### src/rtl/aes_pkg.sv
// Shared widths, FSM state type and mode encodings for the AES input sequencer.
package aes_pkg;

  localparam int AES_BLOCK_W     = 128;
  localparam int AES_WORD_W      = 32;
  localparam int WORDS_PER_BLOCK = 4;
  localparam int WORD_IDX_W      = $clog2(WORDS_PER_BLOCK);

  localparam logic MODE_ENC = 1'b0;
  localparam logic MODE_DEC = 1'b1;

  typedef enum logic [1:0] {
    IDLE,
    CLR,
    RUN,
    HOLD
  } state_t;

endpackage

### src/rtl/aes_word_assembler.sv
// Word-indexed 4x32 register presented as one 128-bit block.
// Index 0 lands in the most significant word.
module aes_word_assembler
  import aes_pkg::*;
(
  input  logic                   clk,
  input  logic                   reset_n,
  input  logic                   clear,
  input  logic                   load,
  input  logic [WORD_IDX_W-1:0]  index,
  input  logic [AES_WORD_W-1:0]  word,
  output logic [AES_BLOCK_W-1:0] block
);

  logic [AES_WORD_W-1:0] words [WORDS_PER_BLOCK];

  always_ff @(posedge clk or negedge reset_n) begin
    if (!reset_n) begin
      for (int i = 0; i < WORDS_PER_BLOCK; i++) words[i] <= '0;
    end else if (clear) begin
      for (int i = 0; i < WORDS_PER_BLOCK; i++) words[i] <= '0;
    end else if (load) begin
      words[index] <= word;
    end
  end

  assign block = {words[0], words[1], words[2], words[3]};

endmodule

### src/rtl/aes_input_sequencer.sv
// Collects key/data words into 128-bit blocks, then runs the AES core through
// clear, enable-until-done and a short hold before flagging the result.
module aes_input_sequencer
  import aes_pkg::*;
#(
  parameter int TIMEOUT_CYCLES = 32,
  parameter int HOLD_CYCLES    = 2
) (
  input  logic                   clk,
  input  logic                   reset_n,
  input  logic                   s_valid,
  output logic                   s_ready,
  input  logic [AES_WORD_W-1:0]  s_data,
  input  logic                   s_is_key,
  input  logic                   s_mode,
  output logic                   core_reset,
  output logic                   core_enable,
  output logic                   core_mode,
  output logic [AES_BLOCK_W-1:0] core_key,
  output logic [AES_BLOCK_W-1:0] core_data,
  input  logic                   core_done,
  output logic                   result_valid,
  output logic                   busy,
  output logic                   timeout_err
);

  localparam int RUN_W  = $clog2(TIMEOUT_CYCLES + 1);
  localparam int HOLD_W = $clog2(HOLD_CYCLES + 1);
  localparam logic [WORD_IDX_W-1:0] LAST_IDX = WORD_IDX_W'(WORDS_PER_BLOCK - 1);

  state_t                state, state_next;
  logic [WORD_IDX_W-1:0] key_cnt, data_cnt;
  logic                  key_valid;
  logic [RUN_W-1:0]      run_cnt;
  logic [HOLD_W-1:0]     hold_cnt;

  logic accept, key_load, data_load, launch;
  logic done_seen, run_last, hold_last;

  assign accept    = s_valid && s_ready;
  assign key_load  = accept && s_is_key;
  assign data_load = accept && !s_is_key;
  assign launch    = data_load && (data_cnt == LAST_IDX);

  // The core was just cleared, so a done seen in the first RUN cycle is stale.
  assign done_seen = core_done && (run_cnt != '0);
  assign run_last  = (run_cnt == RUN_W'(TIMEOUT_CYCLES - 1));
  assign hold_last = (hold_cnt == HOLD_W'(HOLD_CYCLES - 1));

  aes_word_assembler u_key_asm (
    .clk     (clk),
    .reset_n (reset_n),
    .clear   (1'b0),
    .load    (key_load),
    .index   (key_cnt),
    .word    (s_data),
    .block   (core_key)
  );

  aes_word_assembler u_data_asm (
    .clk     (clk),
    .reset_n (reset_n),
    .clear   (1'b0),
    .load    (data_load),
    .index   (data_cnt),
    .word    (s_data),
    .block   (core_data)
  );

  always_comb begin
    state_next   = state;
    core_reset   = 1'b0;
    core_enable  = 1'b0;
    result_valid = 1'b0;
    busy         = 1'b1;
    s_ready      = 1'b0;
    case (state)
      IDLE: begin
        busy    = 1'b0;
        s_ready = reset_n && (s_is_key || key_valid);
        if (launch) state_next = CLR;
      end
      CLR: begin
        core_reset = 1'b1;
        state_next = RUN;
      end
      RUN: begin
        core_enable = 1'b1;
        if (done_seen)     state_next = HOLD;
        else if (run_last) state_next = IDLE;
      end
      HOLD: begin
        if (hold_last) begin
          result_valid = 1'b1;
          state_next   = IDLE;
        end
      end
      default: state_next = IDLE;
    endcase
  end

  always_ff @(posedge clk or negedge reset_n) begin
    if (!reset_n) begin
      state       <= IDLE;
      key_cnt     <= '0;
      data_cnt    <= '0;
      key_valid   <= 1'b0;
      run_cnt     <= '0;
      hold_cnt    <= '0;
      core_mode   <= MODE_ENC;
      timeout_err <= 1'b0;
    end else begin
      state    <= state_next;
      run_cnt  <= (state == RUN)  ? run_cnt + 1'b1  : '0;
      hold_cnt <= (state == HOLD) ? hold_cnt + 1'b1 : '0;
      if (key_load) begin
        key_cnt <= key_cnt + 1'b1;
        if (key_cnt == LAST_IDX) key_valid <= 1'b1;
      end
      if (data_load) data_cnt <= data_cnt + 1'b1;
      if (launch) begin
        core_mode   <= s_mode;
        timeout_err <= 1'b0;
      end else if (state == RUN && !done_seen && run_last) begin
        timeout_err <= 1'b1;
      end
    end
  end

endmodule

### config.mk
export PLATFORM = sky130hd
export DESIGN_NAME = aes_input_sequencer
export DESIGN_NICKNAME = d
export VERILOG_FILES = /design/src/rtl/aes_pkg.sv /design/src/rtl/aes_word_assembler.sv /design/src/rtl/aes_input_sequencer.sv
export SDC_FILE = /design/constraint.sdc
export NUM_CORES = 1
export LEC_CHECK = 0
export CAP_MARGIN = 20
export CORE_MARGIN = 4
export CORE_UTILIZATION = 29
export CTS_BUF_LIST = sky130_fd_sc_hd__clkbuf_8
export CTS_CLUSTER_SIZE = 16
export DETAILED_ROUTE_END_ITERATION = 10
export PLACE_DENSITY = 0.57
export SYNTH_ARGS = -nofsm -noshare
export SYNTH_HDL_FRONTEND = slang
export SYNTH_SLANG_ARGS = --single-unit
export TNS_END_PERCENT = 5
### constraint.sdc
create_clock -name clk -period 3.9 [get_ports clk]
set_input_delay 0.975 -clock clk [delete_from_list [all_inputs] [get_ports clk]]
set_output_delay 0.975 -clock clk [all_outputs]
set_load 0.03 [all_outputs]
==> run_results.csv, run 1 <==
group,metric,value,unit
global_route,grt_pass1_wl,44300,um
clock_tree,cts_hold_buffers,0,
sta,min_period,3.40,ns
placed_design,hpwl,19900,um
die,ios,301,
die,core-area,35700,um2
clock_tree,path_clk_slew,0.06,ns
critical_path,arrival,2.43,ns
layout,drive_gt1_share,30.9,%
critical_path,criticalPathCategory,"input pin to primary output",
logic_synthesis,synth_cells,636,
critical_path,cp-end-kind,"primary output",
die,die_w,199,um
logic_synthesis,synth.area.top_cells,"dfrtp_1 (65%), mux2_2 (22%), mux2_1 (5.0%), buf_6 (1.4%), ha_1 (1.3%)",
critical_path,cp.required,2.92,ns
logic_synthesis,synth_flop_cell,"dfrtp_1",
drt,viasPerCell,4.45,
layout,layout.nets,1023,
sta,max_slew.worst_pin.slew,0.907,ns
worst_hold_path,hp-class,"input pin to async pin",
global_route,grt_overflow_total,0,
sta,finalHoldViolCount,0,
outcome,status,"completed",
logic_synthesis,synth.distinct_cells,35,
clock_tree,cts_buffer_depth,3,
logic_synthesis,async_flop_share,100,%
critical_path,crit_path_start_kind,"input pin",
logic_synthesis,ys_seq_elements,273,
logic_synthesis,synth.top_cell.area_share,64.7,%
sta,fmax,0.294,GHz
job,max_cap_viol_count,0,
logic_synthesis,synth_area,10600,um2
drt,drc,0,
clock_tree,clock_sinks,273,
die,floorplan.initialDensity,29.5,%
critical_path,r2r_start,"state[1]",
layout,fillers,3337,
clock_tree,ctsResizeCount,0,
logic_synthesis,synth.avg_cell_area,16.6,um2
global_route,antenna_found_initial,0,
critical_path,cp_max_fo,7,
sta,slew_headroom,39.5,%
layout,diodes,0,
logic_synthesis,yosys_warnings,0,
placed_design,place_congestion,0.734,
clock_tree,ctsRootBufferMaster,"clkbuf_8",
layout,area_growth,42.7,%
critical_path,r2r-end,"u_data_asm.block[63]",
drt,wl,29500,um
die,die_h,199,um
logic_synthesis,syn-num-nets,685,
sta,finalSetupTns,0,ns
placed_design,placed_area,14100,um2
power,p_per_area,934,nW/um2
drt,drtIter0Drc,212,
clock_tree,clk_latency,0.59,ns
sta,rsz0062_at_grt,"false",
global_route,grt_max_degree,162,
clock_tree,cts_tree,"yes",
global_route,gr-usage-all-layers,14.7,%
clock_tree,cts_buffers,47,
global_route,grt_pass1_vias,7049,
sta,finalMaxSlewViolations,0,
logic_synthesis,yosysTopAreaCell,"dfrtp_1",
layout,final_cells,1469,
critical_path,r2r_setup_slack,1.71,ns
sta,finClkSkew,0.0272,ns
clock_tree,htreeDepth,2,
clock_tree,post_cts_buffers,0,
logic_synthesis,yosys-top-cells-count,"dfrtp_1 (273), mux2_2 (211), mux2_1 (47), buf_6 (13), ha_1 (11)",
sta,period_share,87.2,%
drt,wl_per_cell,20.1,um
placed_design,portBuffers,300,
critical_path,r2r_cells,4,
sta,finalSetupViolations,0,
drt,vias,6537,
die,die_area,39500,um2
drt,first_pass_iters,4,
logic_synthesis,ys_seq_area_share,64.7,%
die,std_cell_rows,69,
layout,postLayoutCellArea,15100,um2
placed_design,placedCellCount,1386,
power,ir_worst_vdd,443,uV
power,leakage,0.00680,uW
drt,postRouteAntennaNets,0,
logic_synthesis,synth_most_common_cell,"dfrtp_1",
logic_synthesis,synth-edff-count,0,
-- layout by cell type (no fill, tap or decap), drive strengths merged, types with 2 or more instances in the layout --
cell type      instances
and2                   3
and3                   4
buf                   19
clkbuf                61
clkdlybuf4s50        299
clkinv                 7
dfrtp                273
ha                    11
inv                   23
mux2                 258
nand2                  3
nand3                  3
nand4b                 4
nor2                  14
o21ai                  3
o22ai                  2
xnor2                  3
xor2                   2
-- power breakdown --
part | switching, uW | leakage [uW] | total [uW] | internal (uW)
clock network | 1170 | 0.000549 | 2630 | 1470
registers | 650 | 0.00350 | 4720 | 4070
logic | 3760 | 0.00275 | 6720 | 2960
total | 5570 | 0.00680 | 14100 | 8500
-- how the worst max path moves through the flow --
| stage | cells after the start | from | endpoint | slack, ns |
|---|---|---|---|---|
| 6_report | 4 | s_is_key | s_ready | 0.50 |
| 5_1_grt | 4 | s_is_key | s_ready | 0.43 |
| 4_1_cts | 4 | s_is_key | s_ready | 0.51 |
| 3_5_place_dp | 4 | s_is_key | s_ready | 0.52 |
| 3_3_place_gp | 4 | s_is_key | s_ready | 0.51 |
| 2_1_floorplan | 2 | reset_n | s_ready | 1.48 |
-- layout make-up --
| type | instances | area (um2) | area share (%) |
|---|---|---|---|
| Sequential cell | 273 | 6830 | 45.3 |
| Multi-Input combinational cell | 324 | 3450 | 22.9 |
| Timing Repair Buffer | 318 | 3210 | 21.3 |
| Clock buffer | 61 | 840 | 5.57 |
| Tap cell | 461 | 577 | 3.83 |
| Clock inverter | 22 | 126 | 0.839 |
| Inverter | 10 | 37.5 | 0.249 |
-- sequential cells by signal, indices dropped and copies added (netlist names), 2 cells and up --
| name | flops |
|---|---|
| key_cnt | 2 |
| run_cnt | 6 |
| hold_cnt | 2 |
| data_cnt | 2 |
| u_key_asm.block | 128 |
| state | 2 |
| u_data_asm.block | 128 |
-- stage by stage --
step	total power [uW]	hold slack [ns]	setup WS [ns]	utilization, %
floorplan	8420	0.410	1.48	-
global placement	11500	0.421	0.510	39.4
detailed placement	11600	0.422	0.515	39.4
CTS	14300	0.146	0.509	42.1
global route	14800	0.140	0.428	42.1
finish	14100	0.206	0.499	42.1
-- cell families (layout without fill, tap and decap cells) --
| group | after synthesis | in the layout | share of synthesized area, % |
|---|---|---|---|
| buffers and inverters | 39 | 411 | 2.70 |
| multiplexers | 258 | 258 | 27.5 |
| AND/OR/NAND/NOR | 42 | 42 | 2.90 |
| AO/OA/AOI/OAI | 8 | 8 | 0.474 |
| adder cells (fa/ha/maj) | 11 | 11 | 1.30 |
| flip-flops | 273 | 273 | 64.7 |
| XOR/XNOR | 5 | 5 | 0.415 |
-- layer usage --
| metal | GRT usage, % | part of all wire, % | vias up |
|---|---|---|---|
| met2 | 22.6 | 45 | 214 |
| met1 | 19.1 | 44 | 3337 |
| met5 | 0 | 0 | - |
| met4 | 4.31 | 2.3 | 0 |
| met3 | 6.11 | 8.4 | 50 |
| li1 | - | - | 2936 |
-- critical path: stages --
cell and delay (ns):
clkdlybuf4s50_1 0.57, o21ai_0 0.10, nor2_1 0.10, clkdlybuf4s50_1 0.68
(Power assumes the default switching activity.)
==> run 2: changes to the inputs <==
Settings changed: CORE_UTILIZATION 29 to 50, PLACE_DENSITY 0.57 to 0.87.
==> run_results.csv, run 2 (same netlist as run 1, synthesis figures left out) <==
group,metric,value,unit
sta,max_slew.worst_pin.slew,0.747,ns
power,leakage,0.00674,uW
power,comb_power_share,48.5,%
placed_design,portBuffers,300,
clock_tree,htreeDepth,2,
clock_tree,clk_latency,0.54,ns
global_route,gr-usage-all-layers,23.1,%
drt,postRouteAntennaNets,0,
sta,rsz0062_at_grt,"false",
die,floorplan.initialDensity,51.5,%
power,clkPwrFrac,17.2,%
sta,fmax,0.321,GHz
placed_design,placed_area,13800,um2
global_route,grt_pass1_vias,7371,
sta,finalMaxSlewViolations,0,
placed_design,post-place-ws,0.589,ns
layout,fillers,1350,
drt,viasPerCell,5.20,
clock_tree,cts_hold_buffers,0,
sta,finalHoldViolCount,0,
sta,finalSetupTns,0,ns
clock_tree,cts_tree,"yes",
drt,drc,0,
power,finalPower,13900,uW
clock_tree,clock_sinks,273,
power,p_int,8330,uW
sta,period_share,79.8,%
die,std_cell_rows,52,
die,core-area,20500,um2
critical_path,cp.required,2.92,ns
power,pwr-share-seq,34.3,%
placed_design,hpwl,18500,um
critical_path,cp_max_fo,8,
layout,final_cell_mix,"clkdlybuf4s50_1 (298), dfrtp_1 (273), mux2_2 (211), clkbuf_8 (56), mux2_1 (47)",
die,die_h,153,um
layout,drive_gt1_share,30.1,%
clock_tree,cts_buffer_depth,3,
sta,slew_headroom,50.2,%
outcome,status,"completed",
clock_tree,ctsResizeCount,0,
sta,min_period,3.11,ns
die,die_area,23500,um2
clock_tree,ctsRootBufferMaster,"clkbuf_8",
power,p_per_area,941,nW/um2
sta,hold_ws,0.371,ns
global_route,grt_max_degree,137,
critical_path,cp-end-kind,"primary output",
drt,drtIter0Drc,168,
clock_tree,cts_buffers,43,
layout,area_growth,39.6,%
drt,vias,6598,
die,ios,301,
worst_hold_path,hp-class,"input pin to async pin",
clock_tree,path_clk_slew,0.06,ns
power,ir_worst_vdd,612,uV
drt,first_pass_iters,4,
global_route,grt_pass1_wl,43000,um
critical_path,crit_path_start_kind,"register",
drt,wl,27300,um
job,max_cap_viol_count,0,
power,swShare,40.0,%
sta,finClkSkew,0.0208,ns
sta,finalSetupViolations,0,
layout,layout.nets,1013,
critical_path,criticalPathCategory,"register to primary output",
global_route,antenna_found_initial,0,
placed_design,place_congestion,0.755,
global_route,grt_overflow_total,0,
layout,postLayoutCellArea,14700,um2
critical_path,arrival,2.14,ns
layout,final_common_cell,"clkdlybuf4s50_1",
die,die_w,153,um
power,power_switching,5550,uW
sta,timing.final.ws_setup,0.788,ns
layout,regArea,6830,um2
layout,diodes,0,
clock_tree,post_cts_buffers,0,
layout,multi_input_area,3450,um2
drt,wl_per_cell,21.5,um
==> run 2: power groups by stage <==
stage	registers, uW	clock network [uW]	logic (uW)
global placement	4720	0	6660
floorplan	7110	0	1320
finish	4760	2380	6730
CTS	4770	2450	6790
global route	4930	2580	7020
detailed placement	4800	0	6750
==> run 2: final timing paths <==
path	endpoint	start	slack (ns)	cells after the start
setup / recovery	core_enable	state[0]	0.79	3
hold / removal	run_cnt[1]	reset_n	0.37	1
setup reg to reg	u_data_asm.block[68]	state[1]	1.61	4
hold reg to reg	hold_cnt[0]	hold_cnt[0]	0.43	1
max in group asynchronous	u_key_asm.block[8]	reset_n	2.40	2
min in group clk	hold_cnt[0]	hold_cnt[0]	0.43	1
==> run 2: worst max-delay path, stage by stage (launching register included) <==
cell and delay [ns]:
dfrtp_1 0.45, nand2b_1 0.30, inv_1 0.15, clkdlybuf4s50_1 0.69
==> run 2: metrics by stage <==
stage,std cells,util (%)
after floorplan,636,-
after global placement,1188,67.5
after detailed placement,1188,67.5
after CTS,1267,71.8
after global routing,1268,71.9
final,1268,71.9
==> run 2: final cells by class <==
cell class                      count  share of cell area, %
Clock buffer                       56                   5.23
Clock inverter                     23                  0.713
Inverter                           10                  0.255
Multi-Input combinational cell    324                   23.4
Sequential cell                   273                   46.3
Tap cell                          270                   2.29
Timing Repair Buffer              312                   21.8
==> run 2: metal layers <==
metal  up-vias  routed length [um]  global-route usage [%]
li1       2909                   -                       -
met5         -                   0                       0
met4         0                 671                    6.73
met1      3394               10900                    28.8
met2       241               13300                    38.1
met3        54                2410                    8.62
==> run 3: changes to the inputs <==
Settings changed: CORE_UTILIZATION 50 to 49, PLACE_DENSITY 0.87 to 0.86.
Clock period 3.9 ns to 3.1 ns, I/O delays scaled along.
==> run_results.csv, run 3 (same netlist as run 1, synthesis figures left out) <==
group,metric,value,unit
power,power_switching,7030,uW
clock_tree,cts_buffer_depth,3,
clock_tree,cts_buffers,44,
critical_path,crit_path_start_kind,"register",
clock_tree,post_cts_buffers,0,
critical_path,cp_max_fo,8,
critical_path,cp-end-kind,"primary output",
drt,postRouteAntennaNets,0,
die,std_cell_rows,53,
critical_path,slowest_delay,0.71,ns
critical_path,r2r_start,"state[1]",
clock_tree,clk_latency,0.53,ns
clock_tree,ctsRootBufferMaster,"clkbuf_8",
outcome,status,"completed",
critical_path,r2r_cells,5,
sta,rsz0062_at_grt,"false",
layout,fillers,1395,
drt,first_pass_iters,5,
die,die_area,24000,um2
drt,drtIter0Drc,232,
drt,drc,0,
layout,regArea,6830,um2
drt,viasPerCell,5.22,
worst_hold_path,hp-class,"input pin to async pin",
sta,finalMaxSlewViolations,0,
die,die_w,155,um
clock_tree,path_clk_slew,0.06,ns
critical_path,r2r_setup_slack,1.11,ns
power,leakage,0.00680,uW
placed_design,place_congestion,0.796,
drt,wl_per_cell,21.4,um
layout,final_common_cell,"clkdlybuf4s50_1",
placed_design,portBuffers,300,
placed_design,post-place-ws,0.334,ns
die,floorplan.initialDensity,50.1,%
global_route,grt_overflow_total,0,
layout,area_growth,40.6,%
clock_tree,cts_hold_buffers,0,
layout,diodes,0,
power,clkPwrFrac,18.1,%
placed_design,hpwl,18900,um
layout,layout.nets,1021,
sta,period_share,95.7,%
critical_path,cp_cell_sequence,"nand2b_1 > inv_1 > clkdlybuf4s50_1",
power,comb_power_share,47.9,%
clock_tree,htreeDepth,2,
layout,multi_input_area,3450,um2
drt,vias,6690,
layout,drive_gt1_share,31.1,%
global_route,grt_pass1_wl,42400,um
sta,slew_headroom,41.3,%
die,ios,301,
clock_tree,ctsResizeCount,0,
power,ir_worst_vdd,715,uV
global_route,antenna_found_initial,0,
clock_tree,cts_tree,"yes",
sta,min_period,2.97,ns
global_route,gr-usage-all-layers,22.7,%
layout,final_cell_mix,"clkdlybuf4s50_1 (298), dfrtp_1 (273), mux2_2 (211), clkbuf_8 (60), mux2_1 (47)",
sta,max_slew.worst_pin.slew,0.881,ns
job,max_cap_viol_count,0,
global_route,grt_pass1_vias,7357,
sta,finalSetupTns,0,ns
sta,finalHoldViolCount,0,
sta,fmax,0.337,GHz
power,swShare,39.7,%
sta,finalSetupViolations,0,
critical_path,cp.required,2.32,ns
sta,timing.final.ws_setup,0.133,ns
critical_path,crit_slowest_cell,"clkdlybuf4s50_1",
critical_path,criticalPathCategory,"register to primary output",
power,p_per_area,1190,nW/um2
sta,finClkSkew,0.0129,ns
critical_path,r2r-end,"u_data_asm.block[70]",
layout,final_cells,1282,
critical_path,arrival,2.19,ns
global_route,grt_max_degree,162,
die,core-area,21100,um2
placed_design,placedCellCount,1201,
die,die_h,155,um
power,p_int,10700,uW
power,pwr-share-seq,33.9,%
clock_tree,clock_sinks,273,
drt,wl,27400,um
==> run 3: worst max path at each step <==
| stage | from | end |
|---|---|---|
| floorplan | s_valid | u_data_asm.block[10] |
| global route | state[0] | core_enable |
| CTS | state[0] | core_enable |
| detailed placement | s_valid | u_data_asm.block[70] |
| global placement | s_valid | u_data_asm.block[71] |
| finish | state[0] | core_enable |
==> run 3: final cells by class <==
type                       count  area share [%]
clock inverter                21           0.826
sequential                   273            46.0
timing repair buffer         319            21.8
clock buffer                  60            5.56
tap                          275            2.32
multi-input combinational    324            23.2
inverter                      10           0.253
==> run 3: power groups by stage <==
stage | logic (uW) | registers [uW] | clock network [uW]
after global routing | 8860 | 6200 | 3430
final | 8490 | 6000 | 3210
after CTS | 8570 | 6000 | 3290
after detailed placement | 8520 | 6040 | 0
after floorplan | 1660 | 8940 | 0
after global placement | 8400 | 5940 | 0
==> run 3: per-stage QoR <==
| step | power [uW] | hold slack [ns] | area, um2 | util (%) |
|---|---|---|---|---|
| 2_1_floorplan | 10600 | 0.410 | 10600 | - |
| 3_3_place_gp | 14300 | 0.419 | 13900 | 65.9 |
| 3_5_place_dp | 14600 | 0.425 | 13900 | 65.9 |
| 4_1_cts | 17900 | 0.00487 | 14800 | 70.4 |
| 5_1_grt | 18500 | 0.00650 | 14800 | 70.4 |
| 6_report | 17700 | 0.0410 | 14800 | 70.4 |
==> run 3: per-layer routing <==
layer | share of wire [%] | routed length [um] | up-vias | track usage, %
li1 | - | - | 2926 | -
met1 | 39 | 10800 | 3464 | 27.1
met2 | 49 | 13400 | 249 | 38.4
met3 | 9.3 | 2560 | 51 | 8.51
met4 | 2.5 | 674 | 0 | 7.44
met5 | 0 | 0 | - | 0
==> run 3: worst max-delay path: cells and delay by family, from the launching register on <==
kind | cells | cell delay (ns)
buf+inv | 2 | 0.88
flops | 1 | 0.45
simple gates | 1 | 0.33
